### config.mk
export PLATFORM = sky130hd
export DESIGN_NAME = instr_fetch_unit
export DESIGN_NICKNAME = d
export VERILOG_FILES = /design/src/rtl/instr_fetch_unit.sv
export SDC_FILE = /design/constraint.sdc
export NUM_CORES = 1
export LEC_CHECK = 0
export ABC_CLOCK_PERIOD_IN_PS = 3300
export BUFFER_PORTS_ARGS = -buffer_cell sky130_fd_sc_hd__buf_2
export CAP_MARGIN = 5
export CORE_MARGIN = 2
export CORE_UTILIZATION = 25
export DETAILED_ROUTE_END_ITERATION = 12
export HOLD_SLACK_MARGIN = 0.02
export RECOVER_POWER = 100
export SYNTH_ARGS = -nofsm -noshare
export SYNTH_HDL_FRONTEND = slang
export SYNTH_SLANG_ARGS = --single-unit
### constraint.sdc
create_clock -name clk -period 3.3 [get_ports clk]
set_clock_uncertainty 0.15 [all_clocks]
set_input_delay 0.66 -clock clk [delete_from_list [all_inputs] [get_ports clk]]
set_output_delay 0.66 -clock clk [all_outputs]
set_load 0.01 [all_outputs]
### src/rtl/instr_fetch_unit.sv
// ----------------------------------------------------------------------------
// instr_fetch_unit
//
// Instruction fetch front end of the multicycle RISC-V core. Owns the PC,
// drives the instruction ROM address, captures the ROM's registered read data
// into the instruction register and offers it to the core control FSM with a
// valid/ready handshake. Branch/jump/trap redirects reload the PC; a redirect
// to a non-word-aligned target raises a sticky fault that only reset clears.
//
// Ports:
//   clk          core clock, rising edge
//   rst_n        asynchronous active-low reset
//   fetch_en     permits new fetches to start
//   rom_addr     registered byte address to the instruction ROM
//   rom_data     ROM read data, valid one clock after the ROM samples rom_addr
//   ir           captured instruction
//   ir_pc        PC of the instruction held in ir
//   ir_valid     ir/ir_pc hold a valid instruction
//   ir_ready     core accepts ir this cycle
//   redirect     load a new PC from redirect_pc
//   redirect_pc  redirect target PC
//   fault        sticky misaligned-redirect flag
//   fetch_count  number of accepted instructions (wraps at 2^32)
// ----------------------------------------------------------------------------
module instr_fetch_unit #(
  parameter int          ADDR_W   = 14,
  parameter logic [31:0] RESET_PC = 32'h0000_0000
) (
  input  logic              clk,
  input  logic              rst_n,
  input  logic              fetch_en,
  output logic [ADDR_W-1:0] rom_addr,
  input  logic [31:0]       rom_data,
  output logic [31:0]       ir,
  output logic [31:0]       ir_pc,
  output logic              ir_valid,
  input  logic              ir_ready,
  input  logic              redirect,
  input  logic [31:0]       redirect_pc,
  output logic              fault,
  output logic [31:0]       fetch_count
);

  // S_ISSUE : rom_addr is stable, the ROM samples it at the closing edge
  // S_CAPTURE: rom_data is valid, captured into ir at the closing edge
  // S_HOLD  : ir is presented until the core accepts it
  typedef enum logic [1:0] {
    S_IDLE    = 2'd0,
    S_ISSUE   = 2'd1,
    S_CAPTURE = 2'd2,
    S_HOLD    = 2'd3
  } state_t;

  state_t state_reg;
  state_t state_next;

  logic [31:0]       pc_reg;
  logic [31:0]       pc_next;
  logic [ADDR_W-1:0] rom_addr_reg;
  logic [31:0]       ir_reg;
  logic [31:0]       ir_pc_reg;
  logic              ir_valid_reg;
  logic              fault_reg;
  logic [31:0]       fetch_count_reg;

  // Per-cycle control strobes
  logic redir_ok;   // aligned redirect, takes effect this edge
  logic redir_bad;  // misaligned redirect, raises the fault
  logic accept;     // handshake completes this edge
  logic capture;    // rom_data is loaded into ir this edge

  // --------------------------------------------------------------------------
  // State register
  // --------------------------------------------------------------------------
  always_ff @(posedge clk or negedge rst_n) begin
    if (!rst_n) begin
      state_reg <= S_IDLE;
    end else begin
      state_reg <= state_next;
    end
  end

  // --------------------------------------------------------------------------
  // Next-state logic. A raised fault pins the FSM in S_IDLE and masks every
  // input; a redirect overrides the normal sequence from any state.
  // --------------------------------------------------------------------------
  always_comb begin
    state_next = state_reg;
    if (fault_reg || redir_bad) begin
      state_next = S_IDLE;
    end else if (redir_ok) begin
      state_next = fetch_en ? S_ISSUE : S_IDLE;
    end else begin
      case (state_reg)
        S_IDLE:    if (fetch_en) state_next = S_ISSUE;
        S_ISSUE:   state_next = S_CAPTURE;
        S_CAPTURE: state_next = S_HOLD;
        S_HOLD:    if (ir_ready) state_next = fetch_en ? S_ISSUE : S_IDLE;
        default:   state_next = S_IDLE;
      endcase
    end
  end

  // --------------------------------------------------------------------------
  // Output/control decode from the current state and inputs.
  // --------------------------------------------------------------------------
  always_comb begin
    redir_ok  = 1'b0;
    redir_bad = 1'b0;
    accept    = 1'b0;
    capture   = 1'b0;
    if (!fault_reg) begin
      if (redirect) begin
        redir_ok  = (redirect_pc[1:0] == 2'b00);
        redir_bad = (redirect_pc[1:0] != 2'b00);
      end
      // The handshake still completes when a redirect arrives in the same
      // cycle; only the following PC changes.
      accept  = (state_reg == S_HOLD) && ir_ready;
      // Any redirect during S_CAPTURE discards the in-flight ROM word.
      capture = (state_reg == S_CAPTURE) && !redirect;
    end
  end

  // Redirect target wins over the sequential increment (32-bit wrap).
  always_comb begin
    pc_next = pc_reg;
    if (redir_ok) begin
      pc_next = redirect_pc;
    end else if (accept) begin
      pc_next = pc_reg + 32'd4;
    end
  end

  // --------------------------------------------------------------------------
  // Datapath registers
  // --------------------------------------------------------------------------
  always_ff @(posedge clk or negedge rst_n) begin
    if (!rst_n) begin
      pc_reg          <= RESET_PC;
      rom_addr_reg    <= RESET_PC[ADDR_W-1:0];
      ir_reg          <= 32'd0;
      ir_pc_reg       <= 32'd0;
      ir_valid_reg    <= 1'b0;
      fault_reg       <= 1'b0;
      fetch_count_reg <= 32'd0;
    end else begin
      pc_reg <= pc_next;

      // rom_addr only moves on entry to S_ISSUE, so it stays pinned to the
      // pending or held fetch for the whole issue/capture/hold sequence.
      if (state_next == S_ISSUE) begin
        rom_addr_reg <= pc_next[ADDR_W-1:0];
      end

      if (capture) begin
        ir_reg    <= rom_data;
        ir_pc_reg <= pc_reg;
      end

      if (capture) begin
        ir_valid_reg <= 1'b1;
      end else if (accept || redir_ok || redir_bad) begin
        ir_valid_reg <= 1'b0;
      end

      if (accept) begin
        fetch_count_reg <= fetch_count_reg + 32'd1;
      end

      if (redir_bad) begin
        fault_reg <= 1'b1;
      end
    end
  end

  assign rom_addr    = rom_addr_reg;
  assign ir          = ir_reg;
  assign ir_pc       = ir_pc_reg;
  assign ir_valid    = ir_valid_reg;
  assign fault       = fault_reg;
  assign fetch_count = fetch_count_reg;

endmodule

[Yosys cells after proc, flatten, opt, wreduce, memory -nomap -nowiden]
Index checks and enable logic that the tools add are counted.
Storage, ports and cells
  output and inout port bits: 112
  input port bits: 69
  word-level logic and storage cells: 42
  register bits: 146
Cells by class
  muxes and demuxes: 16
  equal/unequal tests: 4
  reductions and logical operators: 11
  add/sub/neg operators: 2
Operators with widths (count)
  $mux 32: 2
  $add 32x1->32 const B: 1
  $add 32x3->32 const B: 1
  $mux 1: 9
  $mux 2: 4
  $pmux 2 s4: 1
  $reduce_bool 2->1: 3
  $eq 2x1->1 const B: 2
  $eq 2x2->1 const B: 2
  $logic_not 2->1: 2
  $logic_or 1x1->1: 3
  $logic_and 1x1->1: 2
  $logic_not 1->1: 1

[Longest topological paths before layout]
  depth in word-level cells: 7
  depth in mapped cells: 8
  gate-level depth less buffers: 6

[Least setup slack after synthesis]
Ideal clock, no wire load.
  path kind: input to register
  from: in redirect_pc[0]
  to: reg rom_addr_reg[0] (netlist: rom_addr[0])
  buffers on the path: 3
  stages on the path: 8
  data required time: 3.025 ns
  setup time: 0.125 ns
  slack: 0.809 ns
  arrival: 2.216 ns
  cells stage by stage: or4b_1 buf_2 a31oi_4 a211oi_2 nor2b_4 buf_6 buf_6 mux2_4
Between the ends
  cells in the longest elaborated chain, start to end: 6
  elaborated cells on any way between the ends: 11
  those cells by class: eq/ne: 1; mux: 7; reduce/logical: 3
RTL lines
  start, declared: line 39  | input logic [31:0] redirect_pc,
  $logic_not 2->1 or $reduce_bool 2->1 (tied branches): line 114, 115
  $mux 1: line 113  | if (redirect) begin
  $mux 1: line 112  | if (!fault_reg) begin
  $mux 2 or $logic_or 1x1->1 (tied branches): line 91, 89
  $mux 2 *: line 89  | if (fault_reg || redir_bad) begin
  net state_next[0]: line 55  | state_t state_next;
  $eq 2x1->1 *: line 152  | if (state_next == S_ISSUE) begin
  end signal, assigned: line 141  | rom_addr_reg <= RESET_PC[ADDR_W-1:0];
  end signal, assigned: line 153  | rom_addr_reg <= pc_next[ADDR_W-1:0];
  end, declared: line 59  | logic [ADDR_W-1:0] rom_addr_reg;
The timed path passes the listed nets; every way through them passes the cells marked *.
A chain may end at the register's enable or synchronous reset.

[Final worst setup path]
  from: reg state_reg[0]
  to: reg ir_reg[8] (netlist: ir[8])
Between the ends
  cells in the longest elaborated chain, start to end: 3
RTL lines
  start, declared: line 54  | state_t state_reg;
  start signal, assigned: line 79  | state_reg <= state_next;
  $eq 2x2->1: line 121  | capture = (state_reg == S_CAPTURE) && !redirect;
  $logic_and 1x1->1: line 121
  $mux 1: line 112
  end signal, assigned: line 157  | ir_reg <= rom_data;
  end, declared: line 60  | logic [31:0] ir_reg;
No other way between the ends.

==> reports/metrics.csv <==
stage,metric,value,unit
outcome,outcome,"complete, but fails checks",
outcome,violated checks,"capacitance limit, slew limit",
yosys,largest family of logic cells by synthesized area,multiplexers,
setup_path,CP Max Fanout,29,
drt,# DRC,0,
cells_and_area,Ant. Diodes,0,
global_route,initial antenna violation count,0,
global_route,vias in the first global route,4631,
floorplanning,IO Count,181,
yosys,cell count after synthesis,492,
sta,slew at the pin closest to its max-slew limit,1.62,ns
yosys,post-synthesis xor/xnor area fraction,8.46,%
sta,TNS Setup,0,ns
yosys,"Net Count, Synth",563,
yosys,simple-gate share of the synthesized area,12.7,%
cts,clk_lat worst skew,0.42,ns
yosys,syn_area_per_cell,12.6,um2
yosys,biggest area consumer among synthesized cells,dfrtp_1,
drt,via count,4456,
global_route,largest net degree at the start of global routing,67,
flow_run,Max Cap Viol,2,
yosys,Synth Register Bits,146,
pwr,Total Power,4.15,mW
setup_path,"Arr. time, crit path",2.87,ns
yosys,sequential fraction of the synthesis area,58.8,%
placed_design,dpl cells,988,
pwr,Pleak,3.63,nW
setup_path,Crit path required time,3.45,ns
placed_design,routability cong.,0.727,
setup_path,Startpoint Class,flip-flop,
cts,Setup Buffers After CTS,0,
setup_path,CP endpoint kind,flip-flop,
sta,Worst Slack Setup Final,0.579,ns
cells_and_area,P&R area growth vs syn,27.8,%
cts,CTS tree,built,
global_route,GRT overflow,0,
floorplanning,Die W,162,um
placed_design,number of port buffers,180,
yosys,share of the synthesized area in the top cell type,58.8,%
cts,clk sink count,146,
global_route,total track usage,12.4,%
floorplanning,num rows,57,
pwr,pwr dens,523,nW/um2
cells_and_area,Post-Layout Cell Count,1020,
drt,max layer used,met4,
floorplanning,Die ar.,26100,um2
cts,clk slew on worst S/H paths,0.07,ns
cts,Root Driver,clkbuf_16,
drt,DR iter-0 viols,233,
cts,post-cts sizing count,0,
placed_design,dpl hpwl,11300,um
drt,total wire length,15600,um
yosys,synth warn,0,
cells_and_area,"most common cell after layout, fill and taps aside",dfrtp_1,
placed_design,worst slack at placement,0.762,ns
yosys,multiplexer area fraction after synthesis,14.7,%
worst_hold_path,worst hold path class,in2reg,
yosys,synth top area cells,"dfrtp_1, mux2_2, xnor2_1",
sta,crit share post-route,82.5,%
sta,Final setup viols,0,
floorplanning,Die Ht,162,um
cells_and_area,final core utilization,32.5,%
yosys,synthesized cell area,6210,um2
yosys,Post-Synth Adder-Cell Area,0.403,%
sta,final hold vios,0,
sta,unrepaired setup endpoints after global routing,false,
cells_and_area,layout net count,754,
sta,Pins Over Slew Limit,91,
cts,Num CTS Buffers,17,
drt,WL met2,7070,um
placed_design,Post-DP Area,7530,um2
pwr,Peak VDD IR,0.295,mV
cells_and_area,Post-Layout Inst Area,7940,um2
sta,Fmax,367,MHz
sta,min cycle time layout,2.72,ns
drt,first-pass detailed-route iteration total,4,
setup_path,R2R Setup Slk,0.58,ns
global_route,first-pass GRT wire length,25300,um
drt,Avg WL per Cell,15.3,um
cells_and_area,layout cells sized above 1,25.4,%
cts,CTS H-Tree Depth,4,
drt,metal3 WL,866,um
sta,Slew HR,-8.25,%
setup_path,Setup Crit Path Kind,reg2reg,
drt,wl on met1,7610,um
yosys,Netlist cell types,37,
sta,Min Hold Slack,0.290,ns
cells_and_area,most frequent cells in the layout,"dfrtp_1, clkbuf_1, buf_2",
cts,CTS Hold Bufs,0,
cts,Max clock buf depth,2,
drt,Routed Antenna Nets,0,
drt,vias per cell,4.37,
floorplanning,Core Footprint,24400,um2
cells_and_area,filler instances,2562,
yosys,Synth Area in Compound Gates,3.28,%
floorplanning,Starting Density,25.5,%
report_power, final:
| group | switching [mW] | internal [mW] |
|---|---|---|
| clock network | 0.850 | 1.21 |
| logic | 0.0995 | 0.0807 |
| registers | 0.0609 | 1.84 |
| total | 1.01 | 3.14 |
layout make-up:
class                   instances  area [um2]  share of cell area, %
flip-flops and latches        146        3650                   46.0
multi-input cells             326        2420                   30.5
repair buffers                190         831                   10.5
clock buffers                  17         425                   5.36
well taps                     324         405                   5.11
clock inverters                15         194                   2.44
inverters                       2        7.51                 0.0946
routing by layer:
| layer | vias up | GRT usage (%) |
|---|---|---|
| met5 | - | 0 |
| li1 | 2113 | - |
| met1 | 2209 | 17.3 |
| met4 | 0 | 3.30 |
| met2 | 125 | 18.7 |
| met3 | 9 | 3.88 |
critical path, cell delays in order, from the launching register on:
cell,delay (ns)
dfrtp_1,0.46
nor4b_2,0.33
clkbuf_1,1.21
mux2_2,0.44
cell families (layout without fill, tap and decap cells):
family / count (synthesis) / count (layout)
buffers and inverters: 20 / 224
XOR/XNOR: 60 / 60
AO/OA/AOI/OAI: 35 / 35
flip-flops: 146 / 146
adder cells (fa/ha/maj): 2 / 2
AND/OR/NAND/NOR: 151 / 151
multiplexers: 78 / 78
final timing paths:
kind                       cells after the start               to             from
hold reg to reg                                1  fetch_count[31]  fetch_count[31]
hold / removal                                 3       pc_reg[18]  redirect_pc[18]
setup reg to reg                               3            ir[8]     state_reg[0]
min in group asynchronous                      1         ir_pc[8]            rst_n
max in group asynchronous                      2  fetch_count[14]            rst_n
setup / recovery                               3            ir[8]     state_reg[0]
cell usage after synthesis:
| library cell | count |
|---|---|
| dfrtp_1 | 146 |
| mux2_2 | 64 |
| nand2_1 | 53 |
| xnor2_1 | 33 |
| xor2_1 | 27 |
| nand3_1 | 19 |
| nand4_1 | 18 |
| nor2_1 | 16 |
| o21ai_0 | 15 |
| and3_1 | 12 |
| mux2_4 | 10 |
| o21ai_1 | 9 |
| clkbuf_1 | 8 |
| nor3_1 | 8 |
| a21oi_1 | 7 |
| buf_2 | 7 |
| nor4_1 | 7 |
| mux2_1 | 4 |
| and2_1 | 3 |
| and4_1 | 3 |
| nor4_2 | 3 |
| buf_6 | 2 |
| ha_1 | 2 |
| inv_1 | 2 |
| nand2b_1 | 2 |
| a211oi_2 | 1 |
| a31o_2 | 1 |
| a31oi_1 | 1 |
| a31oi_4 | 1 |
| and3b_1 | 1 |
| and4b_1 | 1 |
| buf_1 | 1 |
| nand3b_1 | 1 |
| nand4b_1 | 1 |
| nor2b_4 | 1 |
| nor4b_1 | 1 |
| or4b_1 | 1 |
Power figures use the tool's default switching activity.
